File: src/rtl/hazard_pkg.sv
// Shared types and constants for the OTTER pipeline hazard controller.
// State encoding, forwarding-select codes and the canonical NOP.
package hazard_pkg;

    typedef enum logic [1:0] {
        RUN      = 2'd0,
        LD_STALL = 2'd1,
        FLUSH    = 2'd2,
        FREEZE   = 2'd3
    } state_e;

    localparam logic [1:0]  FWD_DR  = 2'b00;
    localparam logic [1:0]  FWD_MEM = 2'b01;
    localparam logic [1:0]  FWD_WB  = 2'b10;

    localparam logic [31:0] NOP_INSTR = 32'h00000013;

endpackage

File: src/rtl/hazard_ctrl_fwd.sv
// Operand forwarding compare for one Execute-stage source register.
// Memory-stage ALU results win over Writeback; x0 is never forwarded.
module fwd_unit #(
    parameter int REG_ADDR_W = 5
) (
    input  logic [REG_ADDR_W-1:0] rs_i,
    input  logic [REG_ADDR_W-1:0] mem_rd_i,
    input  logic                  mem_we_i,
    input  logic                  mem_load_i,
    input  logic [REG_ADDR_W-1:0] wb_rd_i,
    input  logic                  wb_we_i,
    output logic [1:0]            sel_o
);
    import hazard_pkg::*;

    logic rs_nz;

    assign rs_nz = (rs_i != '0);

    // Pick the youngest producer of rs; load data is not ready in Memory.
    always_comb begin
        sel_o = FWD_DR;
        if (rs_nz && mem_we_i && !mem_load_i && (mem_rd_i == rs_i)) begin
            sel_o = FWD_MEM;
        end else if (rs_nz && wb_we_i && (wb_rd_i == rs_i)) begin
            sel_o = FWD_WB;
        end
    end

endmodule

File: src/rtl/hazard_ctrl.sv
// OTTER 5-stage pipeline sequencer: load-use stalls, redirect flushes,
// data-memory freezes, forwarding selects and saturating event counters.
module hazard_ctrl #(
    parameter int REG_ADDR_W   = 5,
    parameter int FLUSH_CYCLES = 1,
    parameter int CNT_W        = 16
) (
    input  logic                  REG_CLOCK,
    input  logic                  REG_RESET,
    input  logic [REG_ADDR_W-1:0] DEC_RS1,
    input  logic [REG_ADDR_W-1:0] DEC_RS2,
    input  logic                  DEC_USES_RS2,
    input  logic [REG_ADDR_W-1:0] EX_RD,
    input  logic                  EX_REGWRITE,
    input  logic                  EX_MEMREAD,
    input  logic [REG_ADDR_W-1:0] MEM_RD,
    input  logic                  MEM_REGWRITE,
    input  logic                  EX_REDIRECT,
    input  logic                  DMEM_BUSY,
    output logic                  PC_WRITE,
    output logic                  FR_WRITE,
    output logic                  DR_WRITE,
    output logic                  FR_FLUSH,
    output logic                  DR_FLUSH,
    output logic [1:0]            FWD_A_SEL,
    output logic [1:0]            FWD_B_SEL,
    output logic [CNT_W-1:0]      STALL_COUNT,
    output logic [CNT_W-1:0]      FLUSH_COUNT
);
    import hazard_pkg::*;

    localparam logic [1:0]       FC_RELOAD = 2'(FLUSH_CYCLES - 1);
    localparam logic [CNT_W-1:0] CNT_MAX   = '1;
    localparam logic [CNT_W-1:0] CNT_ONE   = CNT_W'(1);

    state_e                state_q, state_d, eff_st;
    logic [1:0]            fcnt_q, fcnt_d;
    logic [CNT_W-1:0]      stall_q, stall_d;
    logic [CNT_W-1:0]      flush_q, flush_d;
    logic                  lu;
    logic                  pcw, frw, drw, frf, drf;
    logic [REG_ADDR_W-1:0] ex_rs1_q, ex_rs2_q;
    logic                  mem_load_q;
    logic [REG_ADDR_W-1:0] wb_rd_q;
    logic                  wb_we_q;

    assign lu = EX_MEMREAD & EX_REGWRITE & (EX_RD != '0)
              & ((EX_RD == DEC_RS1)
              | (DEC_USES_RS2 & (EX_RD == DEC_RS2)));

    // Leaving FREEZE behaves like the state it resumes into.
    always_comb begin
        eff_st = state_q;
        if ((state_q == FREEZE) && !DMEM_BUSY) begin
            eff_st = (fcnt_q != 2'd0) ? FLUSH : RUN;
        end
    end

    // Next state, counters and raw pipeline controls.
    always_comb begin
        state_d = state_q;
        fcnt_d  = fcnt_q;
        stall_d = stall_q;
        flush_d = flush_q;
        pcw     = 1'b1;
        frw     = 1'b1;
        drw     = 1'b1;
        frf     = 1'b0;
        drf     = 1'b0;
        if (DMEM_BUSY) begin
            pcw     = 1'b0;
            frw     = 1'b0;
            drw     = 1'b0;
            state_d = FREEZE;
        end else begin
            state_d = RUN;
            unique case (eff_st)
                FLUSH: begin
                    frf    = 1'b1;
                    drf    = 1'b1;
                    fcnt_d = fcnt_q - 2'd1;
                    if (fcnt_q > 2'd1) begin
                        state_d = FLUSH;
                    end
                end
                LD_STALL: begin
                    state_d = RUN;
                end
                default: begin
                    if (EX_REDIRECT) begin
                        frf = 1'b1;
                        drf = 1'b1;
                        if (flush_q != CNT_MAX) begin
                            flush_d = flush_q + CNT_ONE;
                        end
                        if (FLUSH_CYCLES > 1) begin
                            state_d = FLUSH;
                            fcnt_d  = FC_RELOAD;
                        end
                    end else if (lu) begin
                        pcw     = 1'b0;
                        frw     = 1'b0;
                        drf     = 1'b1;
                        state_d = LD_STALL;
                        if (stall_q != CNT_MAX) begin
                            stall_d = stall_q + CNT_ONE;
                        end
                    end
                end
            endcase
        end
    end

    // FSM state, flush countdown and event counters.
    always_ff @(posedge REG_CLOCK or negedge REG_RESET) begin
        if (!REG_RESET) begin
            state_q <= RUN;
            fcnt_q  <= 2'd0;
            stall_q <= '0;
            flush_q <= '0;
        end else begin
            state_q <= state_d;
            fcnt_q  <= fcnt_d;
            stall_q <= stall_d;
            flush_q <= flush_d;
        end
    end

    // Shadow of Execute sources and downstream writers for forwarding.
    always_ff @(posedge REG_CLOCK or negedge REG_RESET) begin
        if (!REG_RESET) begin
            ex_rs1_q   <= '0;
            ex_rs2_q   <= '0;
            mem_load_q <= 1'b0;
            wb_rd_q    <= '0;
            wb_we_q    <= 1'b0;
        end else if (drw) begin
            ex_rs1_q   <= drf ? '0 : DEC_RS1;
            ex_rs2_q   <= drf ? '0 : DEC_RS2;
            mem_load_q <= EX_MEMREAD & EX_REGWRITE;
            wb_rd_q    <= MEM_RD;
            wb_we_q    <= MEM_REGWRITE;
        end
    end

    fwd_unit #(.REG_ADDR_W(REG_ADDR_W)) u_fwd_a (
        .rs_i       (ex_rs1_q),
        .mem_rd_i   (MEM_RD),
        .mem_we_i   (MEM_REGWRITE),
        .mem_load_i (mem_load_q),
        .wb_rd_i    (wb_rd_q),
        .wb_we_i    (wb_we_q),
        .sel_o      (FWD_A_SEL)
    );

    fwd_unit #(.REG_ADDR_W(REG_ADDR_W)) u_fwd_b (
        .rs_i       (ex_rs2_q),
        .mem_rd_i   (MEM_RD),
        .mem_we_i   (MEM_REGWRITE),
        .mem_load_i (mem_load_q),
        .wb_rd_i    (wb_rd_q),
        .wb_we_i    (wb_we_q),
        .sel_o      (FWD_B_SEL)
    );

    assign PC_WRITE    = REG_RESET & pcw;
    assign FR_WRITE    = REG_RESET & frw;
    assign DR_WRITE    = REG_RESET & drw;
    assign FR_FLUSH    = ~REG_RESET | frf;
    assign DR_FLUSH    = ~REG_RESET | drf;
    assign STALL_COUNT = stall_q;
    assign FLUSH_COUNT = flush_q;

endmodule

File: config.mk
export PLATFORM = sky130hd
export DESIGN_NAME = hazard_ctrl
export DESIGN_NICKNAME = d
export VERILOG_FILES = /design/src/rtl/hazard_pkg.sv /design/src/rtl/hazard_ctrl_fwd.sv /design/src/rtl/hazard_ctrl.sv
export SDC_FILE = /design/constraint.sdc
export NUM_CORES = 1
export LEC_CHECK = 0
export CAP_MARGIN = 20
export CORE_AREA = 2 2 83 85
export DETAILED_ROUTE_END_ITERATION = 16
export DIE_AREA = 0 0 85 87
export PLACE_DENSITY = 0.83
export SETUP_SLACK_MARGIN = 0.02
export SLEW_MARGIN = 10
export SYNTH_ARGS = -nofsm -noshare
export SYNTH_HDL_FRONTEND = slang
export SYNTH_SLANG_ARGS = --single-unit
File: constraint.sdc
create_clock -name REG_CLOCK -period 2.06 [get_ports REG_CLOCK]
set_input_delay 0.206 -clock REG_CLOCK [delete_from_list [all_inputs] [get_ports REG_CLOCK]]
set_output_delay 0.206 -clock REG_CLOCK [all_outputs]
set_load 0.05 [all_outputs]
==> results of run 1 <==
-- where the power goes --
part,switching (mW),total [mW],internal [mW]
registers,0.134,1.29,1.16
logic,0.603,1.17,0.569
clock network,0.357,0.721,0.364
total,1.09,3.19,2.09
-- cells by family (layout without fill, tap and decap cells) --
group	after synthesis	in the layout	share of synthesized area
and+or+nand+nor	101	101	0.2003
xor gates and xnor gates	61	61	0.1900
DFF	53	53	0.4717
muxes	18	18	0.06765
AOI/OAI and AO/OA	12	12	0.02492
buffers and inverters	11	126	0.02314
adders and majority gates	5	5	0.02225
-- metrics by stage --
step                      cell area (sq um)  TNS, ps  hold slack, ps  cells  total power, mW
after floorplan                        2935   -59.82          -89.59    261            1.880
after global placement                 3995    -3157           306.6    434            2.267
after detailed placement               3995    -4519           310.1    434            2.291
after CTS                              4229    -1048           507.7    453            3.098
after global routing                   4295    -1437           521.9    456            3.346
final                                  4295   -441.9           503.2    456            3.186
-- state kept, by name, summed over array words and instances, names as in the netlist --
name         cells
FLUSH_COUNT     16
STALL_COUNT     16
ex_rs1_q         5
ex_rs2_q         5
fcnt_q           2
mem_load_q       1
state_q          2
wb_rd_q          5
wb_we_q          1
-- layer usage --
layer / global-route usage / share of wire / vias up / wire (microns)
li1: - / - / 1124 / -
met1: 0.2579 / 0.44 / 1138 / 3154
met2: 0.3487 / 0.50 / 60 / 3618
met3: 0.03791 / 0.048 / 6 / 349
met4: 0.05772 / 0.013 / 0 / 96
met5: 0 / 0 / - / 0
-- critical path, stage by stage, from the launching register on --
cell and delay (ps):
dfrtp_1 380, inv_2 60, ha_4 160, a31oi_4 180
ha_4 250, nor2b_4 130, a21oi_2 60, o21ai_4 160
o21bai_4 150, buf_12 150
-- path summary, 6_finish.rpt --
path | end | startpoint | slack (ps)
min | STALL_COUNT[7]$_DFFE_PN0P_ | STALL_COUNT[7]$_DFFE_PN0P_ | 500
min in group asynchronous | fcnt_q[0]$_DFFE_PN0P_ | REG_RESET | 510
max reg2reg | STALL_COUNT[1]$_DFFE_PN0P_ | fcnt_q[1]$_DFFE_PN0P_ | -10
max | DR_FLUSH | fcnt_q[1]$_DFFE_PN0P_ | -130
min reg2reg | STALL_COUNT[7]$_DFFE_PN0P_ | STALL_COUNT[7]$_DFFE_PN0P_ | 500
max in group asynchronous | STALL_COUNT[1]$_DFFE_PN0P_ | REG_RESET | 1210
-- Yosys cell counts (2+ instances only) --
cell type	instances	area [sq um]
or4_1	2	15.01
nand4_1	16	100.1
buf_1	2	7.510
o21ai_0	5	25.02
xor2_1	8	70.07
dfrtp_1	53	1326
mux2_2	8	90.09
and4_1	5	43.79
nor4_1	4	25.02
a21oi_1	2	10.01
and2_1	2	12.51
inv_1	5	18.77
nor2_1	17	63.81
xnor2_1	53	464.2
nand2_1	19	71.32
mux2i_1	10	100.1
a31oi_1	2	12.51
and3_1	9	56.30
nand3_1	14	70.07
ha_1	5	62.56
nor2b_1	5	31.28
-- layout make-up --
class / count / area share
inverter: 5 / 0.004369
tap: 80 / 0.02330
clock inverter: 3 / 0.01078
timing repair buffer: 113 / 0.2604
sequential: 53 / 0.3099
multi-input combinational: 197 / 0.3752
clock buffer: 5 / 0.01602
-- what timing repair did --
| item | CTS | global route |
|---|---|---|
| hold endpoints to repair | 47 | 0 |
| hold buffers | 1 | 0 |
| buffers inserted | 10 | 3 |
| pin swaps | 6 | 5 |
| setup endpoints to repair | 17 | 36 |
| gates resized for setup | 8 | 8 |
==> flow_summary.ini, run 1 <==
[run_status]
run_status = complete, but fails checks
violations = setup timing

[grt]
grt_pass1_wl_mm = 11.90
gr-total-overflow = 0
grt_pass1_vias = 2522
antenna_found_initial = 0
grt_usage = 0.2013
grt_max_degree = 30

[placed_design]
dp_hpwl_mm = 5.286
place_ws_ps = -220.4
port_buffers = 68
gp_congestion = 0.8667

[timing]
setup_viol = 5
finalCriticalPeriod_ps = 2188
finClkSkew_ps = 8.696
hold_viol = 0
fmax_mhz = 457.0
rsz0062_at_grt = true
fin_ws_ps = -128.2
slew_headroom = 0.6541
post-route-period-util = 1.062
tightest_slew_ps = 517.2
slew_violations = 0

[clock_network]
cts_root_buf = clkbuf_8
numCtsBuffers = 5
clockBufferDepth = 2
cts.sinks = 53
cts_tree = done
htree_levels = 2
clk_latency_ps = 300
cts.clk_slew.worst_paths_ps = 100

[synthesis]
syn_area_sq_um = 2811
synth_flop_cell = dfrtp_1
synthDistinctLibCells = 36
yosysSeqAreaShare = 0.4717
synth_edf_count = 0
synth_cells = 261
syn-mean-instance-area_sq_um = 10.77
synth_warnings = 0
ys_async_sr_fraction = 1.000
synth_nets = 294
synth_seq_cells = 53

[critical_path]
reg2reg_depth = 8
cp-end-kind = output port
cp.arrival_ps = 1980
path_class = flop to output port
worst_ep_required_time_ps = 1850
cp_max_fo = 5
worst_setup_path_start_kind = flop

[layout]
fill_cells = 497
syn_to_final_growth_pct = 52.78
num_antenna_cells = 0
fin_nets = 408
fin_util = 0.6539
seqCellArea_sq_um = 1331
final_cell_mix = 58 x clkdlybuf4s50_1, 52 x xnor2_1, 49 x dfrtp_1
layout_commonest_cell = clkdlybuf4s50_1
multi_input_area_sq_um = 1612
drive_gt1_frac = 0.2739

[die]
core_sq_um = 6569
rows = 30
fp.dieH_microns = 87
start_util = 0.4280
dieWidth_microns = 85
die_area_sq_um = 7395
pin_count = 69

[drt]
firstDrtPassIters = 4
wl_per_cell_microns = 15.83
finalWirelength_mm = 7.219
first_iter_violations = 85
via_count = 2328
ant_nets = 0
drc = 0
routed_via_density = 5.105

[min_path]
holdPathStages = 1
hold_class = flop to flop

[pwr]
p_leak_nw = 1.831
vdd_drop_max_v = 0.0005718
power_density_nw_per_um2 = 741.7

[job]
maxCapViolCount = 0
Power figures use the tool's default switching activity.
==> inputs of run 2 (changes only) <==
--- a/config.mk
+++ b/config.mk
@@ -6,10 +6,11 @@
 export NUM_CORES = 1
 export LEC_CHECK = 0
 export CAP_MARGIN = 20
-export CORE_AREA = 2 2 83 85
+export CORE_AREA = 2 2 79 81
 export DETAILED_ROUTE_END_ITERATION = 16
-export DIE_AREA = 0 0 85 87
-export PLACE_DENSITY = 0.83
+export DIE_AREA = 0 0 81 83
+export GPL_TIMING_DRIVEN = 0
+export PLACE_DENSITY = 0.87
 export SETUP_SLACK_MARGIN = 0.02
 export SLEW_MARGIN = 10
 export SYNTH_ARGS = -nofsm -noshare
==> constraint.sdc (replaced) <==
create_clock -name REG_CLOCK -period 2.35 [get_ports REG_CLOCK]
set_input_delay 0.235 -clock REG_CLOCK [delete_from_list [all_inputs] [get_ports REG_CLOCK]]
set_output_delay 0.235 -clock REG_CLOCK [all_outputs]
set_load 0.05 [all_outputs]
==> flow_summary.ini, run 2 (synthesis results as in run 1) <==
[timing]
rsz0062_at_grt = true
finalCriticalPeriod_ps = 2255
setup_viol = 0
post-route-period-util = 0.9597
fmax_mhz = 443.4
slew_violations = 0
hold_viol = 0
setup_tns_ps = 0
tightest_slew_ps = 675.2
finClkSkew_ps = 8.835
slew_headroom = 0.5499

[drt]
finalWirelength_mm = 6.415
first_iter_violations = 62
wl_per_cell_microns = 15.42
firstDrtPassIters = 4
routed_via_density = 5.406
ant_nets = 0
via_count = 2249
drc = 0

[die]
start_util = 0.4834
pin_count = 69
core_sq_um = 5816
rows = 28
dieWidth_microns = 81
die_area_sq_um = 6723
fp.dieH_microns = 83

[critical_path]
worst_ep_required_time_ps = 2120
cpMaxStageDelayCell = or4_1
path_class = flop to output port
cp.arrival_ps = 2020
critPathMaxStageDelay_ps = 600
cp-end-kind = output port
worst_setup_path_start_kind = flop
cp_max_fo = 4
crit_chain = or4_1 -> nor2_4 -> nor4_2 -> nor4_4 -> buf_6

[layout]
syn_to_final_growth_pct = 36.67
drive_gt1_frac = 0.1554
fin_util = 0.6607
fin_nets = 374
num_antenna_cells = 0
layout_commonest_cell = clkdlybuf4s50_1
final_cell_mix = 58 x clkdlybuf4s50_1, 53 x dfrtp_1, 53 x xnor2_1
fill_cells = 467

[grt]
grt_max_degree = 29
grt_pass1_wl_mm = 10.51
grt_usage = 0.1960
antenna_found_initial = 0
gr-total-overflow = 0
grt_pass1_vias = 2250

[placed_design]
gp_congestion = 0.8972
port_buffers = 68
dp_hpwl_mm = 4.745

[min_path]
hold_class = flop to flop

[clock_network]
htree_levels = 2
cts.clk_slew.worst_paths_ps = 90
cts.sinks = 53
numCtsBuffers = 5
cts_root_buf = clkbuf_8
clk_latency_ps = 290
clockBufferDepth = 2
cts_tree = done

[pwr]
power_density_nw_per_um2 = 638.1
p_leak_nw = 1.616
vdd_drop_max_v = 0.0006567

[run_status]
run_status = complete, no violations

[job]
maxCapViolCount = 0
-- run 2: final timing paths --
| kind | slack, ps | cells after the start | end | from |
|---|---|---|---|---|
| setup reg to reg | 140 | 10 | FLUSH_COUNT[8]$_DFFE_PN0P_ | fcnt_q[1]$_DFFE_PN0P_ |
| setup / recovery | 90 | 5 | FWD_B_SEL[1] | ex_rs2_q[0]$_DFFE_PN0N_ |
| min in group asynchronous | 500 | 3 | fcnt_q[1]$_DFFE_PN0P_ | REG_RESET |
| hold / removal | 490 | 1 | FLUSH_COUNT[5]$_DFFE_PN0P_ | FLUSH_COUNT[5]$_DFFE_PN0P_ |
| max in group asynchronous | 1680 | 3 | FLUSH_COUNT[2]$_DFFE_PN0P_ | REG_RESET |
| hold reg to reg | 490 | 1 | FLUSH_COUNT[5]$_DFFE_PN0P_ | FLUSH_COUNT[5]$_DFFE_PN0P_ |
-- run 2: power breakdown --
| part | internal (mW) | switching [mW] | leakage (nW) |
|---|---|---|---|
| Combinational | 0.354 | 0.451 | 0.881 |
| Sequential | 1.01 | 0.130 | 0.691 |
| Clock | 0.234 | 0.271 | 0.0443 |
-- run 2: final cells by class --
class / instances / area [sq um] / area share
multi-input combinational: 197 / 1531 / 0.3986
buffer: 5 / 42.54 / 0.01107
timing repair buffer: 74 / 743.2 / 0.1934
sequential: 53 / 1326 / 0.3452
clock buffer: 7 / 86.33 / 0.02247
tap: 75 / 93.84 / 0.02442
inverter: 5 / 18.77 / 0.004884
-- run 2: metrics by stage --
step / cell area (sq um) / instances / power [mW] / hold slack [ps] / worst slack, ps
floorplan: 2865 / 261 / 1.608 / -60.59 / -136.3
global placement: 3640 / 404 / 1.848 / 469.8 / -1669
detailed placement: 3655 / 405 / 1.878 / 293.0 / -1119
CTS: 3776 / 415 / 2.407 / 478.3 / -57.65
global route: 3842 / 416 / 2.587 / 520.2 / -25.59
finish: 3842 / 416 / 2.452 / 492.2 / 94.77
-- run 2: worst max-delay path: cells and delay by family, from the launching register on --
family | cells | cell delay [ps]
flops | 1 | 430
simple gates | 4 | 1110
buf+inv | 1 | 190
-- run 2: timing repair --
action	CTS	global route
hold endpoints to repair	25	0
endpoints found under the setup margin	46	11
setup buffers	1	2
pin swaps	0	4
hold buffers	2	0
resized for setup	45	19
-- run 2: routing by layer --
metal | track usage | up-vias | wire, microns
met5 | 0 | - | 0
met4 | 0.03852 | 0 | 38
met3 | 0.04239 | 6 | 363
met2 | 0.3193 | 69 | 3165
met1 | 0.2697 | 1113 | 2849
li1 | - | 1061 | -
==> patch, RTL diff (config.mk and constraints of run 1) <==
`REG_ADDR_W` is set to 5 in 2 places; all go to 4.
--- a/src/rtl/hazard_ctrl_fwd.sv
+++ b/src/rtl/hazard_ctrl_fwd.sv
@@ -3,3 +3,3 @@
 module fwd_unit #(
-    parameter int REG_ADDR_W = 5
+    parameter int REG_ADDR_W = 4
 ) (
--- a/src/rtl/hazard_ctrl.sv
+++ b/src/rtl/hazard_ctrl.sv
@@ -3,3 +3,3 @@
 module hazard_ctrl #(
-    parameter int REG_ADDR_W   = 5,
+    parameter int REG_ADDR_W   = 4,
     parameter int FLUSH_CYCLES = 1,
Interface: changed (resized DEC_RS1, DEC_RS2, EX_RD and MEM_RD); port bits go from 69 to 65. No check against the original RTL was run, so the function may have changed too.
==> patch against run 1 <==
The flow still finishes with violations (setup timing); power fell by 2.8%; worst setup slack worse by 30 ps; sequential cell count fell by 3; register-to-register slack lost 110 ps; area after synthesis down 2.7%; maximum frequency fell by 1.4%; final area fell by 0.70%; clock power fell by 4.3%; routed wire length is 4.5% lower; first-iteration DRC count increased by 39%; critical path type is now input port to output port; largest cell class unchanged.
==> patch: results (changes against run 1) <==
stage;metric;value;unit;change
cells_and_area;buf_share;0.248;;was 0.260
routing;wl_met2;3720;microns;was 3620 microns
global_route;grt_pass1_wl;10900;microns;was 11900 microns
timing;setup_slack;-159;ps;was -128 ps
routing;drt-vias-per-instance;5.34;;was 5.11
cells_and_area;clkCellAreaFrac;0.0249;;was 0.0268
synthesis;syn_nets;284;;was 294
run_status;status;complete, but fails checks;;unchanged
worst_setup_path;r2r-end;FLUSH_COUNT[13];;was STALL_COUNT[1]
global_route;grt_use_total;0.182;;was 0.201
worst_hold_path;hold_class;input port to asynchronous set/reset pin;;was flop to flop
placed_design;gp_congestion;0.864;;was 0.867
placed_design;pre_cts_slack;-262;ps;was -220 ps
cells_and_area;layout-drive-gt1-share;0.350;;was 0.274
global_route;met2_usage;0.322;;was 0.349
cells_and_area;nFillCells;472;;was 497
clock_network;post-cts-setup-buffer-count;9;;was 10
routing;wl_met1;2780;microns;was 3150 microns
timing;tightestPinTransition;608;ps;was 517 ps
cells_and_area;multi_input_area;1720;sq um;was 1610 sq um
synthesis;yosysSeqAreaShare;0.457;;was 0.472
synthesis;yosys.area_share.adder;0.0229;;was 0.0223
clock_network;cts_resized;25;;was 8
synthesis;synth_area_per_cell;10.7;sq um;was 10.8 sq um
timing;finalSetupTns;-1570;ps;was -442 ps
timing;whs;463;ps;was 503 ps
placed_design;dpl.hpwl;4760;microns;was 5290 microns
worst_setup_path;slowest_delay;550;ps;was 380 ps
placed_design;dpl_cell_area;3810;sq um;was 4000 sq um
cells_and_area;clkbuf_count;7;;was 5
synthesis;yosys-top-cells-area;dfrtp_1 (46%), xnor2_1 (8.0%), xor2_1 (8.0%);;was dfrtp_1 (47%), xnor2_1 (17%), mux2i_1 (3.6%)
timing;skew;4.84;ps;was 8.70 ps
power_and_ir_drop;power_leakage;0.00179;uW;was 0.00183 uW
worst_setup_path;cpLargestDelayFamily;buffers and inverters;;was compound AO/OA/AOI/OAI gates
routing;drt_iter0_drc;118;;was 85
routing;wl_met3;275;microns;was 349 microns
cells_and_area;multi_input_area_share;0.402;;was 0.375
routing;num_vias;2366;;was 2328
placed_design;port_buffers;64;;was 68
power_and_ir_drop;p_int;2040;uW;was 2090 uW
worst_setup_path;crit_slowest_cell;clkdlybuf4s50_1;;was dfrtp_1
routing;finalWirelength;6890;microns;was 7220 microns
power_and_ir_drop;peakVddDrop;0.729;mV;was 0.572 mV
synthesis;synth-seq-cells;50;;was 53
synthesis;synth_compound_area_frac;0.0768;;was 0.0249
global_route;grt_max_degree;33;;was 30
run_status;violations;setup timing;;unchanged
worst_setup_path;path_buf_inv;4;;was 2
timing;finalSetupViolCount;23;;was 5
global_route;grt_pass1_vias;2318;;was 2522
-- patch: worst max path at each step --
stage	end	from	depth (start not counted)	slack [ps]
2_1_floorplan	DR_FLUSH	fcnt_q[0]	8	-110
3_3_place_gp	STALL_COUNT[1]	EX_RD[0]	7	-160
3_5_place_dp	DR_FLUSH	DMEM_BUSY	10	-260
4_1_cts	DR_FLUSH	fcnt_q[1]	10	-160
5_1_grt	DR_FLUSH	fcnt_q[1]	10	-230
6_report	DR_FLUSH	DMEM_BUSY	10	-160
-- patch: worst reg2reg max path, delay by kind of cell (launching register included) --
family,cells,cell delay (ps)
buf+inv,3,300
simple gates,4,690
xor+xnor,1,150
fa+ha+maj,2,430
flops,1,390
compound gates,1,80
-- patch: cells by family after synthesis --
kind of cell / Yosys count
AO/OA/AOI/OAI: 29
XOR/XNOR: 51
adder cells (fa/ha/maj): 5
buffers and inverters: 10
flip-flops: 50
multiplexers: 7
AND/OR/NAND/NOR: 103
